===== src/rtl/fir_mac_scheduler_if.sv =====
// Bus bundle for fir_mac_scheduler: sample capture, ring-buffer write port,
// FIR engine control and tagged result. master = system side, slave = scheduler.
interface fir_mac_scheduler_if #(
  parameter int unsigned NUM_CH = 2
);
  localparam int unsigned ChW = (NUM_CH > 1) ? $clog2(NUM_CH) : 1;

  logic [NUM_CH-1:0]       sample_valid_in;
  logic [NUM_CH-1:0][15:0] sample_in;
  logic                    overrun_clr_in;

  logic                    buf_we_out;
  logic [ChW-1:0]          buf_ch_out;
  logic [5:0]              buf_addr_out;
  logic signed [15:0]      buf_data_out;

  logic                    fir_start_out;
  logic [ChW-1:0]          fir_ch_out;
  logic [5:0]              fir_offset_out;
  logic signed [15:0]      fir_result_in;

  logic                    result_valid_out;
  logic [ChW-1:0]          result_ch_out;
  logic signed [15:0]      result_out;
  logic [NUM_CH-1:0]       overrun_out;

  modport master (
    output sample_valid_in, sample_in, overrun_clr_in, fir_result_in,
    input  buf_we_out, buf_ch_out, buf_addr_out, buf_data_out,
    input  fir_start_out, fir_ch_out, fir_offset_out,
    input  result_valid_out, result_ch_out, result_out, overrun_out
  );

  modport slave (
    input  sample_valid_in, sample_in, overrun_clr_in, fir_result_in,
    output buf_we_out, buf_ch_out, buf_addr_out, buf_data_out,
    output fir_start_out, fir_ch_out, fir_offset_out,
    output result_valid_out, result_ch_out, result_out, overrun_out
  );
endinterface


===== src/rtl/fir_mac_scheduler.sv =====
// Time-shares one FIR MAC engine between NUM_CH channels: captures samples into
// per-channel ring buffers and round-robins engine runs, latching tagged results.
module fir_mac_scheduler #(
  parameter int unsigned NUM_CH     = 2,
  parameter int unsigned RUN_CYCLES = 66
) (
  input  logic               clk_in,
  input  logic               rst_in,
  fir_mac_scheduler_if.slave bus
);
  localparam int unsigned ChW  = (NUM_CH > 1) ? $clog2(NUM_CH) : 1;
  localparam int unsigned CntW = $clog2(RUN_CYCLES + 1);

  typedef enum logic [1:0] {StIdle, StStart, StRun, StLatch} state_e;

  state_e                  state_q, state_d;
  logic [ChW-1:0]          sel_q, sel_d;
  logic [CntW-1:0]         cnt_q, cnt_d;
  logic [ChW-1:0]          rr_q, rr_d;
  logic [NUM_CH-1:0][15:0] hold_q, hold_d;
  logic [NUM_CH-1:0]       hold_v_q, hold_v_d;
  logic [NUM_CH-1:0]       pending_q, pending_d;
  logic [NUM_CH-1:0]       overrun_q, overrun_d;
  logic [NUM_CH-1:0][5:0]  wr_ptr_q, wr_ptr_d;
  logic [NUM_CH-1:0][5:0]  last_addr_q, last_addr_d;

  logic                    buf_we_q, buf_we_d;
  logic [ChW-1:0]          buf_ch_q, buf_ch_d;
  logic [5:0]              buf_addr_q, buf_addr_d;
  logic signed [15:0]      buf_data_q, buf_data_d;
  logic                    fir_start_q, fir_start_d;
  logic [ChW-1:0]          fir_ch_q, fir_ch_d;
  logic [5:0]              fir_off_q, fir_off_d;
  logic                    res_v_q, res_v_d;
  logic [ChW-1:0]          res_ch_q, res_ch_d;
  logic signed [15:0]      res_q, res_d;

  logic                    go;
  logic [ChW-1:0]          pick, cand;
  logic [NUM_CH-1:0]       busy;
  logic [NUM_CH-1:0]       ovr_set;
  logic                    wrote;

  // First pending channel at or after rr_q, cyclically; only meaningful in StIdle.
  always_comb begin
    go   = 1'b0;
    pick = rr_q;
    cand = rr_q;
    if (state_q == StIdle) begin
      for (int unsigned k = 0; k < NUM_CH; k++) begin
        cand = ChW'((32'(rr_q) + k) % NUM_CH);
        if (!go && pending_q[cand]) begin
          go   = 1'b1;
          pick = cand;
        end
      end
    end
  end

  always_comb begin
    state_d     = state_q;
    sel_d       = sel_q;
    cnt_d       = cnt_q;
    rr_d        = rr_q;
    hold_d      = hold_q;
    hold_v_d    = hold_v_q;
    pending_d   = pending_q;
    wr_ptr_d    = wr_ptr_q;
    last_addr_d = last_addr_q;
    buf_we_d    = 1'b0;
    buf_ch_d    = buf_ch_q;
    buf_addr_d  = buf_addr_q;
    buf_data_d  = buf_data_q;
    fir_start_d = 1'b0;
    fir_ch_d    = fir_ch_q;
    fir_off_d   = fir_off_q;
    res_v_d     = 1'b0;
    res_ch_d    = res_ch_q;
    res_d       = res_q;
    ovr_set     = '0;
    busy        = '0;
    wrote       = 1'b0;

    for (int c = 0; c < NUM_CH; c++) begin
      if (bus.sample_valid_in[c]) begin
        hold_d[c]   = bus.sample_in[c];
        hold_v_d[c] = 1'b1;
        if (hold_v_q[c]) ovr_set[c] = 1'b1;
      end
    end

    // A write becomes pending once the buffer has committed it (one cycle after issue).
    if (buf_we_q) pending_d[buf_ch_q] = 1'b1;

    // The channel being selected this cycle is already treated as busy.
    for (int c = 0; c < NUM_CH; c++) begin
      busy[c] = ((state_q != StIdle) && (sel_q == ChW'(c))) || (go && (pick == ChW'(c)));
      if (!wrote && hold_v_d[c] && !busy[c]) begin
        wrote          = 1'b1;
        buf_we_d       = 1'b1;
        buf_ch_d       = ChW'(c);
        buf_addr_d     = wr_ptr_q[c];
        buf_data_d     = hold_d[c];
        last_addr_d[c] = wr_ptr_q[c];
        wr_ptr_d[c]    = wr_ptr_q[c] + 6'd1;
        hold_v_d[c]    = 1'b0;
        if (pending_q[c] || (buf_we_q && (buf_ch_q == ChW'(c)))) ovr_set[c] = 1'b1;
      end
    end

    unique case (state_q)
      StIdle: begin
        if (go) begin
          state_d     = StStart;
          sel_d       = pick;
          fir_start_d = 1'b1;
          fir_ch_d    = pick;
          fir_off_d   = last_addr_q[pick];
          cnt_d       = '0;
        end
      end
      StStart: begin
        state_d = StRun;
        cnt_d   = '0;
      end
      StRun: begin
        if (cnt_q == CntW'(RUN_CYCLES - 1)) state_d = StLatch;
        else                                cnt_d   = cnt_q + 1'b1;
      end
      StLatch: begin
        res_v_d  = 1'b1;
        res_ch_d = sel_q;
        res_d    = bus.fir_result_in;
        rr_d     = (32'(sel_q) == NUM_CH - 1) ? '0 : sel_q + 1'b1;
        state_d  = StIdle;
      end
      default: state_d = StIdle;
    endcase

    // The run just selected already covers any write committed this cycle.
    if (go) pending_d[pick] = 1'b0;

    overrun_d = (bus.overrun_clr_in ? '0 : overrun_q) | ovr_set;
  end

  always_ff @(posedge clk_in) begin
    if (!rst_in) begin
      state_q     <= StIdle;
      sel_q       <= '0;
      cnt_q       <= '0;
      rr_q        <= '0;
      hold_q      <= '0;
      hold_v_q    <= '0;
      pending_q   <= '0;
      overrun_q   <= '0;
      wr_ptr_q    <= '0;
      last_addr_q <= {NUM_CH{6'h3f}};
      buf_we_q    <= 1'b0;
      buf_ch_q    <= '0;
      buf_addr_q  <= '0;
      buf_data_q  <= '0;
      fir_start_q <= 1'b0;
      fir_ch_q    <= '0;
      fir_off_q   <= '0;
      res_v_q     <= 1'b0;
      res_ch_q    <= '0;
      res_q       <= '0;
    end else begin
      state_q     <= state_d;
      sel_q       <= sel_d;
      cnt_q       <= cnt_d;
      rr_q        <= rr_d;
      hold_q      <= hold_d;
      hold_v_q    <= hold_v_d;
      pending_q   <= pending_d;
      overrun_q   <= overrun_d;
      wr_ptr_q    <= wr_ptr_d;
      last_addr_q <= last_addr_d;
      buf_we_q    <= buf_we_d;
      buf_ch_q    <= buf_ch_d;
      buf_addr_q  <= buf_addr_d;
      buf_data_q  <= buf_data_d;
      fir_start_q <= fir_start_d;
      fir_ch_q    <= fir_ch_d;
      fir_off_q   <= fir_off_d;
      res_v_q     <= res_v_d;
      res_ch_q    <= res_ch_d;
      res_q       <= res_d;
    end
  end

  assign bus.buf_we_out       = buf_we_q;
  assign bus.buf_ch_out       = buf_ch_q;
  assign bus.buf_addr_out     = buf_addr_q;
  assign bus.buf_data_out     = buf_data_q;
  assign bus.fir_start_out    = fir_start_q;
  assign bus.fir_ch_out       = fir_ch_q;
  assign bus.fir_offset_out   = fir_off_q;
  assign bus.result_valid_out = res_v_q;
  assign bus.result_ch_out    = res_ch_q;
  assign bus.result_out       = res_q;
  assign bus.overrun_out      = overrun_q;
endmodule


===== src/flat_wrapper.sv =====
// flat-port wrapper written by rule: the top's interface ports become plain ports
module fir_mac_scheduler_flat 
#(
  parameter int unsigned NUM_CH     = 2,
  parameter int unsigned RUN_CYCLES = 66
)
  (clk_in, rst_in, bus_sample_valid_in, bus_sample_in, bus_overrun_clr_in, bus_fir_result_in, bus_buf_we_out, bus_buf_ch_out, bus_buf_addr_out, bus_buf_data_out, bus_fir_start_out, bus_fir_ch_out, bus_fir_offset_out, bus_result_valid_out, bus_result_ch_out, bus_result_out, bus_overrun_out);
  fir_mac_scheduler_if #(.NUM_CH(NUM_CH)) bus_i ();
  input  logic clk_in;
  input  logic rst_in;
  input wire logic [$bits(bus_i.sample_valid_in)-1:0] bus_sample_valid_in;
  input wire logic [$bits(bus_i.sample_in)-1:0] bus_sample_in;
  input wire logic [$bits(bus_i.overrun_clr_in)-1:0] bus_overrun_clr_in;
  input wire logic [$bits(bus_i.fir_result_in)-1:0] bus_fir_result_in;
  output wire logic [$bits(bus_i.buf_we_out)-1:0] bus_buf_we_out;
  output wire logic [$bits(bus_i.buf_ch_out)-1:0] bus_buf_ch_out;
  output wire logic [$bits(bus_i.buf_addr_out)-1:0] bus_buf_addr_out;
  output wire logic [$bits(bus_i.buf_data_out)-1:0] bus_buf_data_out;
  output wire logic [$bits(bus_i.fir_start_out)-1:0] bus_fir_start_out;
  output wire logic [$bits(bus_i.fir_ch_out)-1:0] bus_fir_ch_out;
  output wire logic [$bits(bus_i.fir_offset_out)-1:0] bus_fir_offset_out;
  output wire logic [$bits(bus_i.result_valid_out)-1:0] bus_result_valid_out;
  output wire logic [$bits(bus_i.result_ch_out)-1:0] bus_result_ch_out;
  output wire logic [$bits(bus_i.result_out)-1:0] bus_result_out;
  output wire logic [$bits(bus_i.overrun_out)-1:0] bus_overrun_out;
  assign bus_i.sample_valid_in = bus_sample_valid_in;
  assign bus_i.sample_in = bus_sample_in;
  assign bus_i.overrun_clr_in = bus_overrun_clr_in;
  assign bus_i.fir_result_in = bus_fir_result_in;
  assign bus_buf_we_out = bus_i.buf_we_out;
  assign bus_buf_ch_out = bus_i.buf_ch_out;
  assign bus_buf_addr_out = bus_i.buf_addr_out;
  assign bus_buf_data_out = bus_i.buf_data_out;
  assign bus_fir_start_out = bus_i.fir_start_out;
  assign bus_fir_ch_out = bus_i.fir_ch_out;
  assign bus_fir_offset_out = bus_i.fir_offset_out;
  assign bus_result_valid_out = bus_i.result_valid_out;
  assign bus_result_ch_out = bus_i.result_ch_out;
  assign bus_result_out = bus_i.result_out;
  assign bus_overrun_out = bus_i.overrun_out;
  fir_mac_scheduler #(.NUM_CH(NUM_CH), .RUN_CYCLES(RUN_CYCLES)) u_core (.clk_in(clk_in), .rst_in(rst_in), .bus(bus_i));
endmodule

===== config.mk =====
export PLATFORM = sky130hd
export DESIGN_NAME = fir_mac_scheduler_flat
export DESIGN_NICKNAME = d
export VERILOG_FILES = /design/src/rtl/fir_mac_scheduler_if.sv /design/src/rtl/fir_mac_scheduler.sv /design/src/flat_wrapper.sv
export SDC_FILE = /design/constraint.sdc
export NUM_CORES = 1
export LEC_CHECK = 0
export BUFFER_PORTS_ARGS = -buffer_cell sky130_fd_sc_hd__buf_2
export CAP_MARGIN = 20
export CORE_MARGIN = 2
export CORE_UTILIZATION = 55
export DETAILED_ROUTE_END_ITERATION = 16
export PLACE_DENSITY = 0.9
export SLEW_MARGIN = 0
export SYNTH_ARGS = -nofsm -noshare
export SYNTH_HDL_FRONTEND = slang
export SYNTH_SLANG_ARGS = --single-unit

===== constraint.sdc =====
create_clock -name clk_in -period 4.6 [get_ports clk_in]
set_input_delay 0.69 -clock clk_in [delete_from_list [all_inputs] [get_ports clk_in]]
set_output_delay 0.69 -clock clk_in [all_outputs]
set_load 0.01 [all_outputs]

==> results of run 1 <==
through the flow:
step,std cells,worst slack [ns]
CTS,728,1.92
global placement,695,1.69
global route,730,1.82
finish,730,2.04
floorplan,515,2.55
detailed placement,696,1.79
how the worst min path moves through the flow:
stage                                                   end  depth (start not counted)
floorplan                u_core.last_addr_q[2]$_SDFFE_PN1P_                          2
global placement         u_core.last_addr_q[2]$_SDFFE_PN1P_                          2
detailed placement  u_core.bus.buf_addr_out[1]$_SDFFE_PN0P_                          2
CTS                   u_core.bus.result_out[5]$_SDFFE_PN0P_                          3
global route          u_core.bus.result_out[6]$_SDFFE_PN0P_                          3
finish                u_core.bus.result_out[5]$_SDFFE_PN0P_                          3
cells in the mapped netlist, drive strengths merged, types with 3 or more instances:
cell type  instances  area, um2
inv                7       26.3
a21oi             13       65.1
o21ai             20        100
mux2i             53        531
nor2              90        338
clkbuf            17       63.8
nor2b              3       18.8
nand2             41        154
ha                 7       87.6
a311oi             6       58.8
xnor2              5       43.8
a32o               3       30.0
buf               19        101
nor4               3       18.8
and2               9       56.3
a31oi             13       81.3
o2bb2ai            3       26.3
mux2               3       33.8
nor3               3       15.0
nand3             32        160
dfxtp            122       2440
a222oi             6       60.1
nand2b             6       37.5
routing by layer:
metal	GRT usage, %	up-vias	routed length (um)
met1	30.3	2056	4810
li1	-	1987	-
met4	10.7	0	370
met3	7.34	41	841
met5	0	-	0
met2	42.8	207	5990
logic make-up (layout without fill, tap and decap cells):
group | count (synthesis) | after routing | synth area share, %
AO/OA/AOI/OAI | 80 | 80 | 11.5
XOR/XNOR | 7 | 7 | 1.28
adder cells (fa/ha/maj) | 7 | 7 | 1.83
buffers and inverters | 43 | 150 | 3.99
flip-flops | 122 | 122 | 50.9
multiplexers | 56 | 56 | 11.8
AND/OR/NAND/NOR | 200 | 200 | 18.7
critical path, cell delays in order (launching register included):
cell and delay, ns:
dfxtp_1 0.33, inv_1 0.08, ha_1 0.38, nand2_1 0.26, o21a_1 0.59, or4_1 0.64, a21oi_1 0.18
layout make-up:
type                            count  area (um2)  area share (%)
Sequential cell                   122        2440            40.6
Multi-Input combinational cell    350        2190            36.4
Timing Repair Buffer              111         613            10.2
Clock buffer                       19         442            7.35
Clock inverter                     13         164            2.73
Tap cell                          108         135            2.25
Inverter                            7        26.3           0.437
sequential cells by signal (all words and copies together) (netlist names):
name                         cells
u_core.bus.buf_addr_out          6
u_core.bus.buf_ch_out            1
u_core.bus.buf_data_out         16
u_core.bus.buf_we_out            1
u_core.bus.fir_offset_out        6
u_core.bus.fir_start_out         1
u_core.bus.overrun_out           2
u_core.bus.result_ch_out         1
u_core.bus.result_out           16
u_core.bus.result_valid_out      1
u_core.cnt_q                     7
u_core.hold_q                   32
u_core.hold_v_q                  2
u_core.last_addr_q              12
u_core.pending_q                 2
u_core.rr_q                      1
u_core.sel_q                     1
u_core.state_q                   2
u_core.wr_ptr_q                 12
power by group through the flow:
stage / Clock [uW] / Sequential, uW / Combinational (uW)
6_report: 1350 / 1410 / 1030
5_1_grt: 1410 / 1430 / 1120
4_1_cts: 1360 / 1400 / 990
3_5_place_dp: 0 / 1420 / 965
3_3_place_gp: 0 / 1410 / 915
2_1_floorplan: 0 / 1450 / 626
==> run summary, run 1 <==
status - finished, final reports clean
switching power - 1260 uW
initial DRC count - 400
Vias/cell - 5.88
IO Count - 105
Mapped Area - 0.00480 mm2
CP Capture Type - register
WP data arrival - 2.99 ns
register area share after synthesis - 50.9%
Critical R2R Launch - u_core.state_q[0]$_SDFFE_PN0P_
clock root cell - clkbuf_8
die span in y - 97.4 um
Slew Viols, Final - 0
minimum clock period after layout - 2.56 ns
total internal power - 2520 uW
Mapped Avg Cell Area - 9.31 um2
worst slew pin tran - 0.972 ns
WL per Instance - 16.4 um
#FFs+latches synth - 122
number of port buffers - 104
die area - 0.00948 mm2
cell area after layout - 0.00601 mm2
maximum clock frequency - 391 MHz
# setup viols final - 0
Die Wd - 97.4 um
hold-fix buffers at CTS - 0
antenna violations before repair - 0
WL final - 12,000 um
Main synth FF type - dfxtp_1
largest net degree at the start of global routing - 53
gpl congestion - 0.859
Worst-Skew Late Latency - 0.51 ns
hold wc startpoint - bus_fir_result_in[5]
antenna cells - 0
Worst Setup EP - u_core.wr_ptr_q[9]$_SDFFE_PN0P_
HPWL after DPL - 7610 um
relative slew slack - 35.2%
commonest non-fill, non-tap cell in the layout - dfxtp_1
critical setup path kind - reg -> reg
Seq pwr share - 37.3%
GRT Total Usage - 25.4%
nets@finish - 669
syn_nets - 575
Clock Power Share - 35.6%
cts repair resizes - 0
Placeable Area - 0.00859 mm2
Layout area overhead - 25.2%
sw frac - 33.3%
Worst EP required - 5.03 ns
clock tree buffer depth - 2
Max Cap Viol - 0
FF-to-FF End - u_core.wr_ptr_q[9]$_SDFFE_PN0P_
Core Util, Final - 69.9%
Comb pwr share - 27.1%
Static Leak - 0.00259 uW
H-Tree Depth - 4
r2r setup slk - 2.04 ns
Tcrit/Tclk final - 55.6%
GR Overflow Total - 0
Area after DPL - 0.00536 mm2
commonest non-fill, non-tap cells in the layout - 122 x dfxtp_1, 104 x buf_2, 90 x nor2_1
# fillers - 624
post-CTS setup buffers - 0
Vias - 4,291
vias in the first global route - 4,209
Starting Density - 55.8%
Yosys cell types - 51
row count - 34
number of synthesized flops with an enable pin - 0
Final Hold Vio Count - 0
crit-path max FO - 27
drt drc - 0
post-route ant nets - 0
peak supply drop - 0.419 mV
fraction of layout cells with a size suffix above 1 - 24.4%
worst r2r path cells - 6
TritonCTS clock tree - done
Worst-path clk slew - 0.06 ns
YS warnings - 0
Clock Skew - 0.00620 ns
Mapped Cells - 515
Initial DRT Pass Iterations - 6
worst min path class - in -> reg
crit path launch - u_core.state_q[0]$_SDFFE_PN0P_
RSZ-0062 raised after global routing - false
Overall Power - 3780 uW
global-route wire length before repair - 19,600 um
Min Hold Slack - 0.412 ns
TritonCTS buffer count - 17
Setup crit start kind - register
clock sinks - 122
setup TNS - 0 ns
PD cells - 630 mW/mm2
Post-synth ARST share - 0%
No activity file was read; power rests on OpenSTA's default activity.
==> run 2, diff against run 1 <==
--- a/config.mk
+++ b/config.mk
@@ -5,12 +5,13 @@
 export SDC_FILE = /design/constraint.sdc
 export NUM_CORES = 1
 export LEC_CHECK = 0
+export ABC_AREA = 1
 export BUFFER_PORTS_ARGS = -buffer_cell sky130_fd_sc_hd__buf_2
 export CAP_MARGIN = 20
 export CORE_MARGIN = 2
-export CORE_UTILIZATION = 55
+export CORE_UTILIZATION = 49
 export DETAILED_ROUTE_END_ITERATION = 16
-export PLACE_DENSITY = 0.9
+export PLACE_DENSITY = 0.84
 export SLEW_MARGIN = 0
 export SYNTH_ARGS = -nofsm -noshare
 export SYNTH_HDL_FRONTEND = slang
==> constraint.sdc (replaced) <==
create_clock -name clk_in -period 2.1 [get_ports clk_in]
set_input_delay 0.315 -clock clk_in [delete_from_list [all_inputs] [get_ports clk_in]]
set_output_delay 0.315 -clock clk_in [all_outputs]
set_load 0.01 [all_outputs]
==> run summary, run 2 <==
commonest non-fill, non-tap cell in the layout - nand2_1
vias in the first global route - 4,537
crit-path max FO - 18
# setup viols final - 0
Reg area - 0.00244 mm2
gpl congestion - 0.858
Worst-Skew Late Latency - 0.52 ns
maximum clock frequency - 512 MHz
syn_nets - 786
commonest cells in the netlist - 169 x nand2_1, 122 x dfxtp_1, 97 x inv_1
initial DRC count - 374
Static Leak - 0.00332 uW
Largest Register - u_core.hold_q
Die Wd - 107 um
PD cells - 1300 mW/mm2
H-Tree Depth - 4
antenna violations before repair - 0
Setup crit start kind - register
RSZ-0062 raised after global routing - false
Setup WS pre-CTS - 0.0999 ns
Placeable Area - 0.0103 mm2
die area - 0.0115 mm2
CP Capture Type - register
clock root cell - clkbuf_8
row count - 37
Cells after DPL - 943
TritonCTS clock tree - done
nets@finish - 889
Yosys top cell by area - dfxtp_1
relative slew slack - 67.0%
largest net degree at the start of global routing - 70
YS warnings - 0
Min Hold Slack - 0.0187 ns
Tcrit/Tclk final - 92.9%
global-route wire length before repair - 21,300 um
die span in y - 107 um
clock tree buffer depth - 2
clock sinks - 122
peak supply drop - 0.736 mV
setup TNS - 0 ns
count leader, synth - nand2_1
final setup margin - 0.149 ns
Mapped Area - 0.00523 mm2
TritonCTS buffer count - 17
cell area after layout - 0.00646 mm2
area of the multi-input gates - 0.00222 mm2
commonest non-fill, non-tap cells in the layout - 169 x nand2_1, 122 x dfxtp_1, 104 x buf_2
WL per Instance - 13.4 um
Max Cap Viol - 0
Clock Skew - 0.0108 ns
worst slew pin tran - 0.495 ns
# fillers - 882
Mapped Avg Cell Area - 7.21 um2
Post-synth ARST share - 0%
worst min path class - in -> reg
Yosys cell types - 35
GRT Total Usage - 23.2%
hold-fix buffers at CTS - 0
Final Hold Vio Count - 0
IO Count - 105
Area after DPL - 0.00586 mm2
critical setup path kind - reg -> reg
antenna cells - 0
Mapped Cells - 726
Initial DRT Pass Iterations - 5
number of flip-flops in the largest register - 32
register area share after synthesis - 46.7%
Vias - 4,934
WP data arrival - 2.34 ns
post-route ant nets - 0
Starting Density - 50.7%
WL final - 13,100 um
minimum clock period after layout - 1.95 ns
number of synthesized flops with an enable pin - 0
HPWL after DPL - 8390 um
Layout area overhead - 23.5%
number of port buffers - 104
top-area cell type share of the netlist area - 46.7%
Vias/cell - 5.04
GR Overflow Total - 0
fraction of layout cells with a size suffix above 1 - 20.3%
#FFs+latches synth - 122
Area contributors post-synth - dfxtp_1 47%, nand2_1 12%, nand3_1 7.5%, inv_1 7.0%, nor2_1 6.5%
status - finished, final reports clean
Slew Viols, Final - 0
drt drc - 0
Main synth FF type - dfxtp_1
Worst-path clk slew - 0.06 ns
Worst EP required - 2.49 ns
Final Instance Count excl. Fillers - 978
-- run 2: power by group --
| group | leakage, uW | total, uW | internal [uW] | switching (uW) |
|---|---|---|---|---|
| registers | 0.00100 | 3050 | 2760 | 289 |
| logic | 0.00205 | 2550 | 888 | 1660 |
| clock network | 0.000276 | 2810 | 1780 | 1030 |
-- run 2: layout make-up --
| cell class | instances | share of cell area (%) |
|---|---|---|
| Sequential cell | 122 | 37.8 |
| Inverter | 101 | 5.87 |
| Timing Repair Buffer | 120 | 10.3 |
| Multi-Input combinational cell | 467 | 34.4 |
| Clock inverter | 11 | 1.84 |
| Clock buffer | 21 | 7.11 |
| Tap cell | 136 | 2.63 |
-- run 2: cells by family (layout without fill, tap and decap cells) --
family                   after synthesis  after routing  synth area share [%]
AND/OR/NAND/NOR                      358            358                  28.8
AO/OA/AOI/OAI                         96             96                  11.0
flip-flops                           122            122                  46.7
adder cells (fa/ha/maj)                7              7                  1.67
XOR/XNOR                               6              6                  1.00
buffers and inverters                137            253                  10.8
-- run 2: per-layer routing --
metal | up-vias | global-route usage (%) | wire [um] | share of wire [%]
met1 | 2264 | 29.6 | 5730 | 44
met2 | 157 | 38.3 | 6370 | 49
li1 | 2489 | - | - | -
met3 | 24 | 6.48 | 776 | 5.9
met5 | - | 0 | 0 | 0
met4 | 0 | 6.86 | 205 | 1.6
-- run 2: worst paths after layout --
path | startpoint | endpoint | slack [ns] | cells past startpoint
hold reg to reg | u_core.bus.result_ch_out$_SDFFE_PN0P_ | u_core.bus.result_ch_out$_SDFFE_PN0P_ | 0.46 | 2
setup / recovery | u_core.state_q[0]$_SDFFE_PN0P_ | u_core.wr_ptr_q[7]$_SDFFE_PN0P_ | 0.15 | 8
hold / removal | bus_fir_result_in[1] | u_core.bus.result_out[1]$_SDFFE_PN0P_ | 0.02 | 3
setup reg to reg | u_core.state_q[0]$_SDFFE_PN0P_ | u_core.wr_ptr_q[7]$_SDFFE_PN0P_ | 0.15 | 8
-- run 2: through the flow --
stage / utilization [%] / power [uW]
3_3_place_gp: 56.7 / 5450
3_5_place_dp: 56.7 / 5510
2_1_floorplan: - / 4810
5_1_grt: 62.6 / 8880
6_report: 62.6 / 8400
4_1_cts: 62.3 / 8340
-- run 2: critical path: stages, from the launching register on --
cell     delay, ns
dfxtp_1       0.31
inv_1         0.10
ha_2          0.27
nand3_2       0.21
nand2_2       0.18
buf_4         0.20
nand2_4       0.15
o21ai_0       0.31
nor2_1        0.08
-- run 2: timing repair --
| item | 4_1_cts | 5_1_grt |
|---|---|---|
| gates resized for setup | 0 | 1 |
| setup endpoints to repair | 0 | 14 |
| buffers inserted | 0 | 3 |
==> run 3, diff against run 2 <==
--- a/config.mk
+++ b/config.mk
@@ -8,9 +8,11 @@
 export ABC_AREA = 1
 export BUFFER_PORTS_ARGS = -buffer_cell sky130_fd_sc_hd__buf_2
 export CAP_MARGIN = 20
+export CORE_ASPECT_RATIO = 0.6
 export CORE_MARGIN = 2
 export CORE_UTILIZATION = 49
 export DETAILED_ROUTE_END_ITERATION = 16
+export GPL_TIMING_DRIVEN = 0
 export PLACE_DENSITY = 0.84
 export SLEW_MARGIN = 0
 export SYNTH_ARGS = -nofsm -noshare
==> run summary, run 3 (synthesized netlist as in run 2, its figures left out) <==
Static Leak - 0.00333 uW
clock root cell - clkbuf_16
# fillers - 946
die span in y - 84.0 um
WP data arrival - 2.21 ns
row count - 29
antenna violations before repair - 0
Worst EP required - 2.41 ns
gpl congestion - 0.903
cell area after layout - 0.00652 mm2
Comb pwr share - 30.8%
maximum clock frequency - 526 MHz
worst slew pin tran - 0.660 ns
Vias - 5,036
total internal power - 5590 uW
relative slew slack - 56.0%
WL final - 13,900 um
Layout area overhead - 24.6%
Area after DPL - 0.00591 mm2
crit-path max FO - 10
Final Hold Vio Count - 0
Die Wd - 137 um
sw frac - 35.7%
Largest Register - u_core.hold_q
nets@finish - 906
RSZ-0062 raised after global routing - false
Setup WS pre-CTS - 0.0990 ns
status - finished, final reports clean
commonest non-fill, non-tap cells in the layout - 169 x nand2_1, 122 x dfxtp_1, 110 x buf_2
H-Tree Depth - 4
number of flip-flops in the largest register - 32
WL per Instance - 14.0 um
clock sinks - 122
Starting Density - 49.9%
vias in the first global route - 4,648
die area - 0.0115 mm2
TritonCTS buffer count - 17
area of the multi-input gates - 0.00222 mm2
Initial DRT Pass Iterations - 5
peak supply drop - 0.801 mV
drt drc - 0
hold-fix buffers at CTS - 0
Placeable Area - 0.0105 mm2
antenna cells - 0
clock tree buffer depth - 2
commonest non-fill, non-tap cell in the layout - nand2_1
worst min path class - in -> reg
switching power - 3100 uW
Overall Power - 8690 uW
Clock Power Share - 34.5%
post-route ant nets - 0
largest net degree at the start of global routing - 17
final setup margin - 0.201 ns
post-CTS setup buffers - 0
GR Overflow Total - 0
setup TNS - 0 ns
Tcrit/Tclk final - 90.4%
minimum clock period after layout - 1.90 ns
TritonCTS clock tree - done
HPWL after DPL - 9820 um
Clock Skew - 0.00862 ns
Seq pwr share - 34.8%
number of port buffers - 101
Slew Viols, Final - 0
Vias/cell - 5.05
critical setup path kind - reg -> reg
Reg area - 0.00244 mm2
global-route wire length before repair - 22,600 um
GRT Total Usage - 25.4%
IO Count - 105
fraction of layout cells with a size suffix above 1 - 19.3%
PD cells - 1330 mW/mm2
CP Capture Type - register
initial DRC count - 454
Setup crit start kind - register
Worst-Skew Late Latency - 0.42 ns
# setup viols final - 0
Worst-path clk slew - 0.06 ns
Max Cap Viol - 0
## run 3: per-stage QoR
stage	utilization, %	hold slack [ns]	instances
finish	62.2	0.121	998
global route	62.2	0.131	998
CTS	62.1	0.114	998
detailed placement	56.4	0.446	966
global placement	56.4	0.443	966
floorplan	-	0.429	726
## run 3: routing by layer
layer	wire (um)	GRT usage, %	up-vias
met5	0	0	-
met4	175	7.69	0
met3	1240	6.13	22
met2	5670	36.5	199
met1	6850	37.3	2301
li1	-	-	2514
## run 3: what timing repair did
item | 4_1_cts | 5_1_grt
setup endpoints to repair | 0 | 9
resized for setup | 0 | 1
endpoints found under the hold margin | 0 | 0
## run 3: power by group through the flow
stage / clock network (uW) / logic [uW] / registers, uW
2_1_floorplan: 0 / 1700 / 3110
3_3_place_gp: 0 / 2550 / 3050
3_5_place_dp: 0 / 2600 / 3050
4_1_cts: 3010 / 2650 / 3010
5_1_grt: 3100 / 3000 / 3060
6_report: 2990 / 2670 / 3020
## run 3: final timing paths
kind         cells after the start                               start  slack (ns)                                        to
min reg2reg                      2  u_core.last_addr_q[6]$_SDFFE_PN1P_        0.46        u_core.last_addr_q[6]$_SDFFE_PN1P_
min                              3               bus_fir_result_in[15]        0.12    u_core.bus.result_out[15]$_SDFFE_PN0P_
max                             10      u_core.state_q[1]$_SDFFE_PN0P_        0.20  u_core.bus.buf_data_out[12]$_SDFFE_PN0P_
max reg2reg                     10      u_core.state_q[1]$_SDFFE_PN0P_        0.20  u_core.bus.buf_data_out[12]$_SDFFE_PN0P_
## run 3: area by class of cell
| type | instances | share of cell area, % |
|---|---|---|
| clock buffer | 21 | 7.06 |
| buffer | 36 | 2.90 |
| sequential | 122 | 37.5 |
| inverter | 101 | 5.82 |
| clock inverter | 11 | 2.23 |
| multi-input combinational | 467 | 34.1 |
| timing repair buffer | 101 | 7.76 |
| tap | 139 | 2.67 |
## run 3: worst max-delay path, stage by stage (launching register included)
cell and delay, ns:
dfxtp_1 0.32, inv_1 0.08, ha_1 0.30, nand2_1 0.13, a21oi_4 0.30, nor2_4 0.13, buf_2 0.22, nand3_1 0.09
nand3_1 0.08, nand2_1 0.09, inv_1 0.04
